### src/rtl/mac_seq.sv
// mac_seq: chunk-serial unsigned multiply-accumulate with a saturating result and valid/ready handshakes.
// Optional bias stage after the last chunk is compiled in when MAC_BIAS_EN is defined.
module mac_seq #(
  parameter int NUM_CHUNKS = 3,
  parameter int CHUNK_W    = 8,
  parameter int ACC_WIDTH  = 20,
  parameter int BIAS_W     = 10,
  localparam int ATTR_WIDTH  = NUM_CHUNKS * CHUNK_W,
`ifdef MAC_BIAS_EN
  localparam int COEFF_WIDTH = NUM_CHUNKS * CHUNK_W + BIAS_W
`else
  localparam int COEFF_WIDTH = NUM_CHUNKS * CHUNK_W
`endif
) (
  input  logic                   clk,
  input  logic                   rst,
  input  logic                   in_valid,
  output logic                   in_ready,
  input  logic [ATTR_WIDTH-1:0]  in_attr,
  input  logic [COEFF_WIDTH-1:0] in_coeff,
  output logic                   out_valid,
  input  logic                   out_ready,
  output logic [ACC_WIDTH-1:0]   out_acc,
  output logic                   out_ovf,
  output logic                   busy
);

  localparam int MUL_W = NUM_CHUNKS * CHUNK_W;
  localparam int IDX_W = (NUM_CHUNKS > 1) ? $clog2(NUM_CHUNKS) : 1;
  localparam logic [IDX_W-1:0] LAST_IDX = IDX_W'(NUM_CHUNKS - 1);

  typedef enum logic [1:0] {
    S_IDLE = 2'd0,
    S_MAC  = 2'd1,
    S_BIAS = 2'd2,
    S_DONE = 2'd3
  } state_t;

  state_t                 r_state;
  logic [ATTR_WIDTH-1:0]  r_attr;
  logic [MUL_W-1:0]       r_coeff;
  logic [IDX_W-1:0]       r_idx;
  logic [ACC_WIDTH-1:0]   r_acc;
  logic                   r_ovf;
  logic                   r_out_valid;
  logic [ACC_WIDTH-1:0]   r_out_acc;
  logic                   r_out_ovf;
`ifdef MAC_BIAS_EN
  logic [BIAS_W-1:0]      r_bias;
  logic [ACC_WIDTH:0]     w_bias_sum;
`endif

  logic                   w_accept;
  logic [2*CHUNK_W-1:0]   w_prod;
  logic [ACC_WIDTH:0]     w_mac_sum;

  // Returns {carry, value}; the value clamps to all-ones when the add carries out.
  function automatic logic [ACC_WIDTH:0] sat_add(input logic [ACC_WIDTH-1:0] acc,
                                                 input logic [ACC_WIDTH-1:0] addend);
    logic [ACC_WIDTH:0] sum;
    sum = {1'b0, acc} + {1'b0, addend};
    if (sum[ACC_WIDTH]) begin
      sat_add = {1'b1, {ACC_WIDTH{1'b1}}};
    end else begin
      sat_add = sum;
    end
  endfunction

  assign in_ready  = (r_state == S_IDLE) || ((r_state == S_DONE) && out_ready);
  assign w_accept  = in_valid && in_ready;
  assign busy      = (r_state != S_IDLE);
  assign out_valid = r_out_valid;
  assign out_acc   = r_out_acc;
  assign out_ovf   = r_out_ovf;

  // Operands are shifted left each MAC cycle so the current chunk is always the top slice.
  assign w_prod    = {{CHUNK_W{1'b0}}, r_attr[ATTR_WIDTH-1 -: CHUNK_W]} *
                     {{CHUNK_W{1'b0}}, r_coeff[MUL_W-1 -: CHUNK_W]};
  assign w_mac_sum = sat_add(r_acc, ACC_WIDTH'(w_prod));
`ifdef MAC_BIAS_EN
  assign w_bias_sum = sat_add(r_acc, ACC_WIDTH'(r_bias));
`endif

  // Operand capture on accept, chunk shift while multiplying.
  always_ff @(posedge clk) begin
    if (rst) begin
      r_attr  <= {ATTR_WIDTH{1'b0}};
      r_coeff <= {MUL_W{1'b0}};
`ifdef MAC_BIAS_EN
      r_bias  <= {BIAS_W{1'b0}};
`endif
    end else if (w_accept) begin
      r_attr  <= in_attr;
      r_coeff <= in_coeff[COEFF_WIDTH-1 -: MUL_W];
`ifdef MAC_BIAS_EN
      r_bias  <= in_coeff[BIAS_W-1:0];
`endif
    end else if (r_state == S_MAC) begin
      r_attr  <= r_attr << CHUNK_W;
      r_coeff <= r_coeff << CHUNK_W;
    end else begin
      r_attr  <= r_attr;
      r_coeff <= r_coeff;
    end
  end

  // Control FSM with accumulator and registered result.
  always_ff @(posedge clk) begin
    if (rst) begin
      r_state     <= S_IDLE;
      r_idx       <= {IDX_W{1'b0}};
      r_acc       <= {ACC_WIDTH{1'b0}};
      r_ovf       <= 1'b0;
      r_out_valid <= 1'b0;
      r_out_acc   <= {ACC_WIDTH{1'b0}};
      r_out_ovf   <= 1'b0;
    end else if (w_accept) begin
      r_state     <= S_MAC;
      r_idx       <= {IDX_W{1'b0}};
      r_acc       <= {ACC_WIDTH{1'b0}};
      r_ovf       <= 1'b0;
      r_out_valid <= 1'b0;
    end else begin
      case (r_state)
        S_IDLE: begin
          r_state <= S_IDLE;
        end
        S_MAC: begin
          r_acc <= w_mac_sum[ACC_WIDTH-1:0];
          r_ovf <= r_ovf | w_mac_sum[ACC_WIDTH];
          r_idx <= r_idx + IDX_W'(1);
          if (r_idx == LAST_IDX) begin
`ifdef MAC_BIAS_EN
            r_state     <= S_BIAS;
`else
            r_state     <= S_DONE;
            r_out_valid <= 1'b1;
            r_out_acc   <= w_mac_sum[ACC_WIDTH-1:0];
            r_out_ovf   <= r_ovf | w_mac_sum[ACC_WIDTH];
`endif
          end else begin
            r_state <= S_MAC;
          end
        end
`ifdef MAC_BIAS_EN
        S_BIAS: begin
          r_acc       <= w_bias_sum[ACC_WIDTH-1:0];
          r_ovf       <= r_ovf | w_bias_sum[ACC_WIDTH];
          r_state     <= S_DONE;
          r_out_valid <= 1'b1;
          r_out_acc   <= w_bias_sum[ACC_WIDTH-1:0];
          r_out_ovf   <= r_ovf | w_bias_sum[ACC_WIDTH];
        end
`endif
        S_DONE: begin
          if (out_ready) begin
            r_out_valid <= 1'b0;
            r_state     <= S_IDLE;
          end else begin
            r_state     <= S_DONE;
          end
        end
        default: begin
          r_state     <= S_IDLE;
          r_out_valid <= 1'b0;
        end
      endcase
    end
  end

endmodule

### config.mk
export PLATFORM = sky130hd
export DESIGN_NAME = mac_seq
export DESIGN_NICKNAME = d
export VERILOG_FILES = /design/src/rtl/mac_seq.sv
export SDC_FILE = /design/constraint.sdc
export NUM_CORES = 1
export LEC_CHECK = 0
export CAP_MARGIN = 0
export CORE_ASPECT_RATIO = 0.5
export CORE_MARGIN = 3
export CORE_UTILIZATION = 62
export CTS_BUF_LIST = sky130_fd_sc_hd__clkbuf_4 sky130_fd_sc_hd__clkbuf_8 sky130_fd_sc_hd__clkbuf_16
export DETAILED_ROUTE_END_ITERATION = 8
export PLACE_DENSITY_LB_ADDON = 0.15
export SYNTH_ARGS = -nofsm -noshare
export SYNTH_HDL_FRONTEND = slang
export SYNTH_SLANG_ARGS = --single-unit
### constraint.sdc
create_clock -name clk -period 11 [get_ports clk]
set_input_delay 3.3 -clock clk [delete_from_list [all_inputs] [get_ports clk]]
set_output_delay 3.3 -clock clk [all_outputs]
set_load 0.005 [all_outputs]
# Word level (Yosys, flattened, before mapping)
# Index checks and enable logic that the tools add are counted.
# W data, S select, Z words.
[op_classes]
multipliers = 1
mux = 12
addsub = 2
n_eq_ne = 5
bitwise_logic = 3
n_reduce_logical = 9
[op_table]
columns = ["op", "count"]
rows = [
  ["$mux W24", 4],
  ["$add A20 B16 Y21", 1],
  ["$mux W21", 1],
  ["$mul A8 B8 Y16", 1],
  ["$reduce_and A3 Y1", 2],
  ["$eq A2 B2 Y1 const B", 2],
  ["$mux W2", 2],
  ["$pmux W2 S2", 1],
  ["$reduce_bool A2 Y1", 2],
  ["$mux W1", 3],
  ["$pmux W1 S3", 1],
  ["$add A2 B1 Y2 const B", 1],
  ["$eq A2 B1 Y1 const B", 1],
  ["$logic_and A1 B1 Y1", 2],
  ["$logic_not A2 Y1", 1],
  ["$ne A2 B1 Y1 const B", 1],
  ["$ne A2 B2 Y1 const B", 1],
  ["$not A1 Y1", 2],
  ["$reduce_or A2 Y1", 1],
  ["$logic_or A1 B1 Y1", 1],
  ["$or A1 B1 Y1", 1],
]
[word_totals]
input_bits = 52
reg_bits = 95
word_cells = 42
out_inout_bits = 24

# Depth between registers and ports, before layout
[depth]
depth_word = 6
ltp_mapped = 18
mapped_depth_nobuf = 16

# Worst setup path before layout
# Ideal clock, no wire load.
[synth_path]
kind = "input to output"
start = "in out_ready"
end = "out in_ready"
cell_stages = 2
slack_ns = 4.085
t_required_ns = 7.700
path_buffers = 0
t_arrival_ns = 3.615
path_cell_list = "nand2_1 > o21ai_0"
[synth_between]
elab_chain_len = 2
[synth_rtl]
columns = ["item", "line", "source"]
rows = [
  ["start: declaration", "22", "input logic out_ready,"],
  ["$logic_and A1 B1 Y1", "69", "assign in_ready = (r_state == S_IDLE) || ((r_state == S_DONE) && out_ready);"],
  ["$logic_or A1 B1 Y1", "69", ""],
  ["end: declaration", "18", "output logic in_ready,"],
]
# No other way between the ends.

# Final worst setup path
# Same ends and word-level chain as after synthesis.

==> impl_results.md <==
* Register Area at 1900 µm²
* Inst Count DP at 960
* Endpoints failing setup at 0
* Status: finished clean
* Worst-path fanout max at 3
* Number of synthesized flops with an enable pin at 0
* Util after Layout at 77.2%
* PwrDens at 124 nW/µm²
* Post-synth top area share at 29.3%
* Synth Area in Adders at 23.5%
* PortBufs at 75
* Worst-Margin Slew at 0.965 ns
* Worst EP required at 7.70 ns
* Synth Area in XOR/XNOR at 2.02%
* Flop pwr share at 41.2%
* DPL Wire Length at 11000 µm
* Fillers at 721
* Max clock buf depth at 2
* Routability Congestion at 0.870
* Syn. warnings at 0
* Clock Skews at 0.0107 ns
* Clock transition at the registers of the reported paths at 0.08 ns
* Mux cell area share after synthesis at 0.308%
* Pleak at 3.33 nW
* Net count, final at 980
* Yosys reg bits at 95
* Final period util at 73.4%
* Initial Utilization at 66.2%
* Finished Layout Cells at 976
* Post-CTS Resized at 0
* Slowest-stage cell, CP: clkdlybuf4s50_1
* Global Route Usage Sum at 26.7%
* P&R area growth vs syn at 16.7%
* Clock network fraction of total power at 36.3%
* Max Cap Viol at 0
* Compound-cell area share of the yosys netlist at 15.0%
* Fin. Hold Viols at 0
* Top FF cell, synth: dfxtp_1
* Mapped Area at 6500 µm²
* CTS tree: done
* Max rail drop VDD at 0.0836 mV
* Layout cells sized above 1 at 3.80%
* Cts hold-fix bufs at 0
* Switch share at 32.1%
* Critical-path cell list: clkdlybuf4s50_1 > nand2_1 > o21ai_0 > clkdlybuf4s50_1
* RSZ-0062 raised after global routing: false
* Fraction of registers with async set/reset at 0%
* Num CTS Buffers at 9
* WL final at 15200 µm
* Synth top area cells: dfxtp_1 (29%), fa_1 (15%), ha_1 (8.1%), nand2_1 (7.3%), inv_1 (5.1%)
* Hold crit path type: reg2reg
* Post-Synth Simple-Gate Area at 21.7%
* Achievable Freq at 124 MHz
* Die H at 78.4 µm
* Vias in the first global route at 5413
* Tot Pwr at 0.000944 W
* CTS Sinks at 95
* Crit-path most repeated cell: clkdlybuf4s50_1
* Unique cell type count in the Yosys netlist at 49
* Comb pwr share at 22.5%
* Num rows at 25
* Syn Nets at 937
* Proportion of synthesized chip area in sequential cells at 29.3%
* Synth Instances at 793
* Startpoint Class: primary input
* Slew Limit Fails at 0
* Syn Area/Cell at 8.20 µm²
* Root Driver: clkbuf_16
* First-pass GRT wire length at 25800 µm
* Largest stage delay, worst path at 0.58 ns
* Avg Vias per Cell at 5.73
* Critical Path AT at 4.77 ns
* Total gr overflow at 0
* Gr busiest metal: met2
* Met3 Use GR at 5.77%
* Core area at 9820 µm²
* H-Tree Depth at 3
* Number of DRC markers in iteration 0 at 423
* Critical path type: in2out
* Max-slew headroom at 35.7%
* Multi-input logic area at 4070 µm²
* GR Util met1 at 37.9%
* Final ANT Viol Nets at 0
* Most area-hungry cell type in the Yosys netlist: dfxtp_1
* CP Capture Type: output pin
* Initial antenna violation count at 0
* Post-route minimum period at 8.07 ns
* Psw at 0.000303 W
* Setup_tns at 0 ns
* Largest net degree at the start of global routing at 81
* DR vias at 5590
* Routed WL per cell at 15.6 µm
* Largest family of logic cells by synthesized area: adder cells
* Boundary pin count at 76
* DIE WIDTH at 151 µm
* Ant diodes at 0
* Met2 Use GR at 42.3%
* Cell-internal power at 0.000641 W
* Pre-Repair DR Iteration Count at 5
* Postcts setup bufs at 0
* DRC violations left at 0
* Worst-Skew Late Latency at 0.35 ns
* Die ar. at 11800 µm²
Yosys cell counts, drive strengths merged (2+ instances only):
library cell  instances
a2111oi               2
a211oi               16
a21o                  5
a21oi                40
a311oi               33
and2                 39
and3                  3
buf                  17
clkbuf               30
dfxtp                95
fa                   50
ha                   42
inv                  88
mux2i                 2
nand2               126
nand2b                2
nand3                22
nand3b                2
nor2                 80
nor3                 35
o211a                 2
o21ai                19
o21bai                3
o22ai                 9
o31a                  2
or2                   2
xnor2                 9
xor2                  6
critical path: cells and delay by family:
kind	cells	cell delay [ns]
AOI/OAI and AO/OA	1	0.34
and+or+nand+nor	1	0.08
buffers and inverters	2	1.05
power groups by stage:
stage	logic [W]	registers (W)	clock network [W]
2_1_floorplan	0.000154	0.000384	0
3_3_place_gp	0.000204	0.000395	0
3_5_place_dp	0.000211	0.000396	0
4_1_cts	0.000213	0.000388	0.000346
5_1_grt	0.000239	0.000392	0.000363
6_report	0.000212	0.000389	0.000342
flip-flops by register name (all words and copies together), names as in the netlist:
| register | count |
|---|---|
| r_attr | 24 |
| r_coeff | 24 |
| out_acc | 20 |
| r_acc | 20 |
| r_idx | 2 |
| r_state | 2 |
| out_ovf | 1 |
| out_valid | 1 |
| r_ovf | 1 |
final timing paths:
path                                  start    endpoint  slack, ns  cells after the start
worst max-delay path              out_ready    in_ready       2.93                      4
worst min-delay path             r_coeff[3]  r_coeff[3]       0.47                      2
worst max register to register  r_coeff[22]   r_acc[14]       5.60                     15
worst min register to register   r_coeff[3]  r_coeff[3]       0.47                      2
cells by family after synthesis:
logic type	Yosys count
AO/OA/AOI/OAI	138
AND/OR/NAND/NOR	316
adder cells (fa/ha/maj)	92
flip-flops	95
XOR/XNOR	15
multiplexers	2
buffers and inverters	135
per-layer routing:
| metal | share of wire, % | wire, µm | vias up |
|---|---|---|---|
| met4 | 1.1 | 170 | 0 |
| met1 | 44 | 6780 | 2638 |
| met2 | 47 | 7100 | 207 |
| met5 | 0 | 0 | - |
| li1 | - | - | 2720 |
| met3 | 7.8 | 1190 | 25 |
metrics by stage:
| stage | hold WS (ns) | instance area (µm²) | setup slack [ns] |
|---|---|---|---|
| after CTS | 0.470 | 7580 | 2.93 |
| final | 0.469 | 7580 | 2.93 |
| after global routing | 0.482 | 7580 | 2.81 |
| after detailed placement | 0.458 | 7250 | 2.94 |
| after global placement | 0.450 | 7250 | 3.00 |
| after floorplan | 0.438 | 6500 | 4.09 |
layout make-up:
type / instances / area share (%)
inverter: 88 / 4.36
tap: 135 / 2.23
sequential: 95 / 25.1
timing repair buffer: 79 / 10.2
multi-input combinational: 563 / 53.7
clock inverter: 7 / 1.42
clock buffer: 9 / 2.97
layout by cell type (no fill, tap or decap), drive strengths merged, types with 3 or more instances in the layout:
cell and instances:
and3 3, a21oi 40, and2 39, a211oi 16, clkbuf 9, o21bai 3
nand2 126, a311oi 33, xnor2 9, a21o 5, xor2 6, ha 42
dfxtp 95, nand3 22, nor2 80, o22ai 9, clkdlybuf4s50 74, nor3 35
buf 5, fa 50, o21ai 19, inv 92
Power figures use the tool's default switching activity.
==> edit 1, RTL diff (config.mk and constraints unchanged) <==
Change the parameter `NUM_CHUNKS` from 3 to 6.
--- a/src/rtl/mac_seq.sv
+++ b/src/rtl/mac_seq.sv
@@ -1,7 +1,7 @@
 // mac_seq: chunk-serial unsigned multiply-accumulate with a saturating result and valid/ready handshakes.
 // Optional bias stage after the last chunk is compiled in when MAC_BIAS_EN is defined.
 module mac_seq #(
-  parameter int NUM_CHUNKS = 3,
+  parameter int NUM_CHUNKS = 6,
   parameter int CHUNK_W    = 8,
   parameter int ACC_WIDTH  = 20,
   parameter int BIAS_W     = 10,
Interface: changed (resized in_attr and in_coeff); port bits go from 76 to 124. No check against the original RTL was run, so the function may have changed too.
==> edit 1 against the unedited design <==
  * Sequential share of layout area increased by 3.1 points
  * Register-to-register slack improved by 0.09 ns
  * Sequential cell count grew 49
  * Via count rose by 35%
  * Synthesized cell count grew 31%
  * Power rose by 51%
  * Setup slack better by 0.013 ns
  * Combinational power is 17% higher
  * Design area grew 35%
  * Die area increased by 28%
  * Routed wire length rose by 40%
  * Synthesized area increased by 30%
==> edit 1: results (changes against the unedited design) <==
status: "finished clean"
p_int_uw: 991.1  # +55%
powerClk_uw: 593  # +73%
pre_cts_slack_ns: 2.960  # +0.02460 ns
async_reset_ff_frac: 0  # unchanged
p_seq_uw: 583  # +50%
drt_first_pass_iters: 6  # +1
path_max_fanout: 3  # unchanged
hpwl_um: 14230  # +30%
cts_resized: 0  # unchanged
antennaDiodeCount: 0  # unchanged
drt_iter0_drc: 592  # +40%
place_congestion: 0.9023  # +3.7%
viasPerCell: 5.827  # +1.7%
fin_skew_ns: 0.01342  # +0.002683 ns
cts_root_buf: "clkbuf_16"
ys_types: 48  # -2.0%
cts_buffers: 17  # +8
grt_pass1_vias: 7421  # +37%
netlist_top_cells_count: "217 x nand2_1, 144 x dfxtp_1, 114 x nor2_1, 90 x inv_1, 73 x a311oi_1"
worst_path_max_delay_cell: "clkdlybuf4s50_1"
synth_fp_nets: 1231  # +31%
antenna_found_initial: 1  # +1
crit_family: "buffers and inverters"
r2r_slack_ns: 5.69  # +0.09 ns
fin_nets: 1309  # +34%
final.min_clock_period_ns: 8.058  # -0.01344 ns
synthFlopType: "dfxtp_1"
slew-limit-headroom: 0.2213  # -0.1355
clkPwrFrac: 0.416  # +0.053
hold-path-endpoint: "r_coeff[39]$_SDFFE_PP0P_"
drive_above_1_share: 0.04872  # +0.01067
worst_skew_pair.late_latency_ns: 0.43  # +0.08 ns
top_regs: "r_attr x48, r_coeff x48"
reg2reg_depth: 15  # unchanged
ys.warnings.count: 0  # unchanged
hp-class: "reg2reg"
synth_seq_area_share: 0.3416  # +0.04894
min_from: "r_coeff[39]$_SDFFE_PP0P_"
port_buffers: 123  # +64%
worst-endpoint-arrival_ns: 4.76  # about the same
h-tree-depth: 4  # +1
synth.area.top_cells: "dfxtp_1 34%, fa_1 12%, nand2_1 9.7%"
postCtsSetupRepairBufs: 0  # unchanged
placed_cell_area_um2: 9639  # +33%
clock_path_buffers: 2  # unchanged
grt_usage: 0.2903  # +0.02291
reg2reg_to: "out_acc[17]$_SDFFE_PP0P_"
irDropWorstVdd_mv: 0.1068  # +28%
min_delay_path_depth: 2  # unchanged
clk_pin_slew_worst_paths_ns: 0.06  # -0.02 ns
post_drt_wl_per_cell_um: 16.41  # +5.1%
leakage_uw: 0.004216  # +27%
max_stage_delay_ns: 0.59
grt_pass1_wl_um: 35220  # +37%
holdWs_ns: 0.4537  # -0.01500 ns
worstReg2RegStart: "r_coeff[44]$_SDFFE_PP0P_"
grt_max_degree: 112  # +38%
-- edit 1: cell count changes after synthesis, sizes merged, moves of 5 or more --
cell and delta:
a31oi +5, dfxtp +49, nor2 +35, nand2 +93, clkbuf +18, a311oi +40
a22oi +6
-- edit 1: area by class of cell --
class | count | area (µm²)
clock buffer | 18 | 439.2
clock inverter | 14 | 163.9
fill | 882 | 2748
inverter | 90 | 337.8
multi-input combinational | 735 | 4940
sequential | 144 | 2883
tap | 170 | 212.7
timing repair buffer | 128 | 1266
-- edit 1: metal layers --
metal | vias up | GRT usage | share of wire | wire length, µm
li1 | 3645 | - | - | -
met1 | 3606 | 0.3744 | 0.44 | 9303
met2 | 270 | 0.4871 | 0.48 | 10270
met3 | 46 | 0.06961 | 0.060 | 1271
met4 | 2 | 0.1015 | 0.022 | 463
met5 | - | 0 | 0.00061 | 13
-- edit 1: metrics by stage --
step,cells,util
4_1_cts,1299,0.7885
5_1_grt,1299,0.7885
3_5_place_dp,1267,0.7421
3_3_place_gp,1267,0.7421
2_1_floorplan,1038,-
6_report,1299,0.7885
-- edit 1: cell families (layout without fill, tap and decap cells) --
logic type | after synthesis | in the layout | synth area share
simple gates | 439 | 439 | 0.2211
compound gates | 187 | 187 | 0.1632
buf+inv | 159 | 250 | 0.07517
flops | 144 | 144 | 0.3416
fa+ha+maj | 93 | 93 | 0.1824
xor+xnor | 16 | 16 | 0.01660
-- edit 1: worst max-delay path by stage --
stage	end	cells after the start	start
6_report	in_ready	4	out_ready
5_1_grt	in_ready	4	out_ready
4_1_cts	in_ready	4	out_ready
3_5_place_dp	in_ready	4	out_ready
3_3_place_gp	in_ready	4	out_ready
2_1_floorplan	in_ready	2	out_ready
==> edit 2, RTL diff (config.mk and constraints unchanged) <==
Made on the original files. Register the output `out_ovf` once more, cleared by the reset; this adds one clock of latency there. The other outputs are not delayed to match.
--- a/src/rtl/mac_seq.sv
+++ b/src/rtl/mac_seq.sv
@@ -71,7 +71,13 @@
   assign busy      = (r_state != S_IDLE);
   assign out_valid = r_out_valid;
   assign out_acc   = r_out_acc;
-  assign out_ovf   = r_out_ovf;
+  always_ff @(posedge clk) begin
+    if (rst) begin
+      out_ovf <= '0;
+    end else begin
+      out_ovf <= r_out_ovf;
+    end
+  end
 
   // Operands are shifted left each MAC cycle so the current chunk is always the top slice.
   assign w_prod    = {{CHUNK_W{1'b0}}, r_attr[ATTR_WIDTH-1 -: CHUNK_W]} *
Check against the original RTL: no difference found for any inputs over 4 cycles, from zero or initial values and one cycle with rst high; that may be too few to reach the edited logic, so the function may still have changed.
==> edit 2 against the unedited design <==
  * Setup slack worse by 0.0044 ns
  * Clock skew about the same
  * Sequential cell count up 1
  * Design area up 0.23%
  * Routed wire length up 0.52%
  * Power down 1.7%
  * Register-to-register slack better by 0.08 ns
  * Synthesized area up 0.77%
  * Critical endpoint unchanged
==> edit 2: results (changes against the unedited design) <==
leakage_uw: 0.003343  # +0.47%
wl_met2_um: 6898  # -2.8%
worst-endpoint-arrival_ns: 4.78  # about the same
clock_path_buffers: 2  # unchanged
synth.avg_cell_area_um2: 8.237  # +0.52%
synthFlopType: "dfxtp_1"
synth_fp_nets: 939  # +0.21%
ys_types: 50  # +2.0%
top_regs: "r_attr x24, r_coeff x24"
slew-limit-headroom: 0.3878  # +0.03091
grt_usage: 0.2708  # +0.003428
wl_met1_um: 7060  # +4.1%
hold_violations: 0  # unchanged
drive_above_1_share: 0.04033  # +0.002282
synth.area.top_cells: "dfxtp_1 29%, fa_1 15%, ha_1 8.0%"
antennaDiodeCount: 0  # unchanged
fin_nets: 982  # +0.20%
h-tree-depth: 3  # unchanged
synth_seq_area_share: 0.2935  # +0.0008204
min_from: "r_out_ovf$_SDFFE_PP0P_"
antenna_found_initial: 0  # unchanged
netlist_top_cells_count: "126 x nand2_1, 96 x dfxtp_1, 88 x inv_1, 80 x nor2_1, 50 x fa_1"
placed_cell_area_um2: 7295  # +0.60%
r2r_slack_ns: 5.68  # +0.08 ns
irDropWorstVdd_mv: 0.08654  # +3.6%
drt_first_pass_iters: 7  # +2
totalWireLength_um: 15320  # +0.52%
ys.warnings.count: 0  # unchanged
grt_pass1_vias: 5433  # +0.37%
crit_start: "out_ready"
wl_met3_um: 1150  # -3.6%
viasPerCell: 5.763  # +0.62%
port_buffers: 75  # unchanged
hpwl_um: 10860  # -1.1%
status: "finished clean"
fin_skew_ns: 0.01098  # +0.0002428 ns
fill_cells: 737  # +2.2%
place_congestion: 0.9217  # +5.9%
grt_pass1_wl_um: 26060  # +1.1%
vias: 5636  # +0.82%
place_inst: 962  # +0.21%
drt_iter0_drc: 425  # +0.47%
[edit 2: cell count changes in the layout (fill, tap and decap cells not counted), sizes merged]
| cell | before | now |
|---|---|---|
| bufinv | 1 | 0 |
| inv | 92 | 93 |
| nor2b | 1 | 2 |
| dfxtp | 95 | 96 |
[edit 2: final timing paths]
check	to	depth (start not counted)
setup / recovery	in_ready	4
hold / removal	out_ovf$_SDFF_PP0_	1
setup reg to reg	r_acc[14]$_SDFFE_PP0P_	14
hold reg to reg	out_ovf$_SDFF_PP0_	1
[edit 2: report_power, final]
part	internal (µW)	switching, µW
Combinational	89.2	127
Clock	164	156
Sequential	369	23.0
Total	622	306
[edit 2: layout make-up]
type / instances / area [µm²] / area share
well taps: 135 / 168.9 / 0.02222
multi-input cells: 564 / 4098 / 0.5391
clock buffers: 9 / 225.2 / 0.02963
clock inverters: 7 / 81.33 / 0.01070
inverters: 88 / 330.3 / 0.04346
flip-flops and latches: 96 / 1922 / 0.2528
repair buffers: 79 / 775.7 / 0.1021
[edit 2: routing by layer]
metal | GRT usage | vias to the layer above
met5 | 0 | -
met4 | 0.05967 | 0
met3 | 0.05421 | 31
met2 | 0.4329 | 218
met1 | 0.3816 | 2665
li1 | - | 2722
[edit 2: cells by family (layout without fill, tap and decap cells)]
family                   Yosys count  in the layout  synth area share
flip-flops                        96             96            0.2935
buffers and inverters            135            183           0.08273
adder cells (fa/ha/maj)           92             92            0.2331
AO/OA/AOI/OAI                    138            138            0.1500
XOR/XNOR                          15             15           0.02006
multiplexers                       2              2          0.003057
AND/OR/NAND/NOR                  317            317            0.2176
[edit 2: metrics by stage]
step	setup slack (ns)	hold WS, ns	util	power, µW
6_report	2.925	0.4657	0.7714	927.8
5_1_grt	2.869	0.4828	0.7714	978.4
4_1_cts	2.917	0.4673	0.7714	930.5
3_5_place_dp	2.921	0.4549	0.7403	610.8
3_3_place_gp	2.998	0.4494	0.7403	603.2
2_1_floorplan	4.085	0.4382	-	543.1
[edit 2: worst reg2reg max path, stage by stage, from the launching register on]
cell and delay (ns):
dfxtp_1 0.58, and2_1 0.23, fa_1 0.46, fa_1 0.54
fa_1 0.56, inv_1 0.06, fa_1 0.54, inv_1 0.05
ha_1 0.36, nand2_1 0.14, nor3_1 0.32, nand3b_4 0.15
a21oi_4 0.72, nor2_1 0.19, a221oi_1 0.31
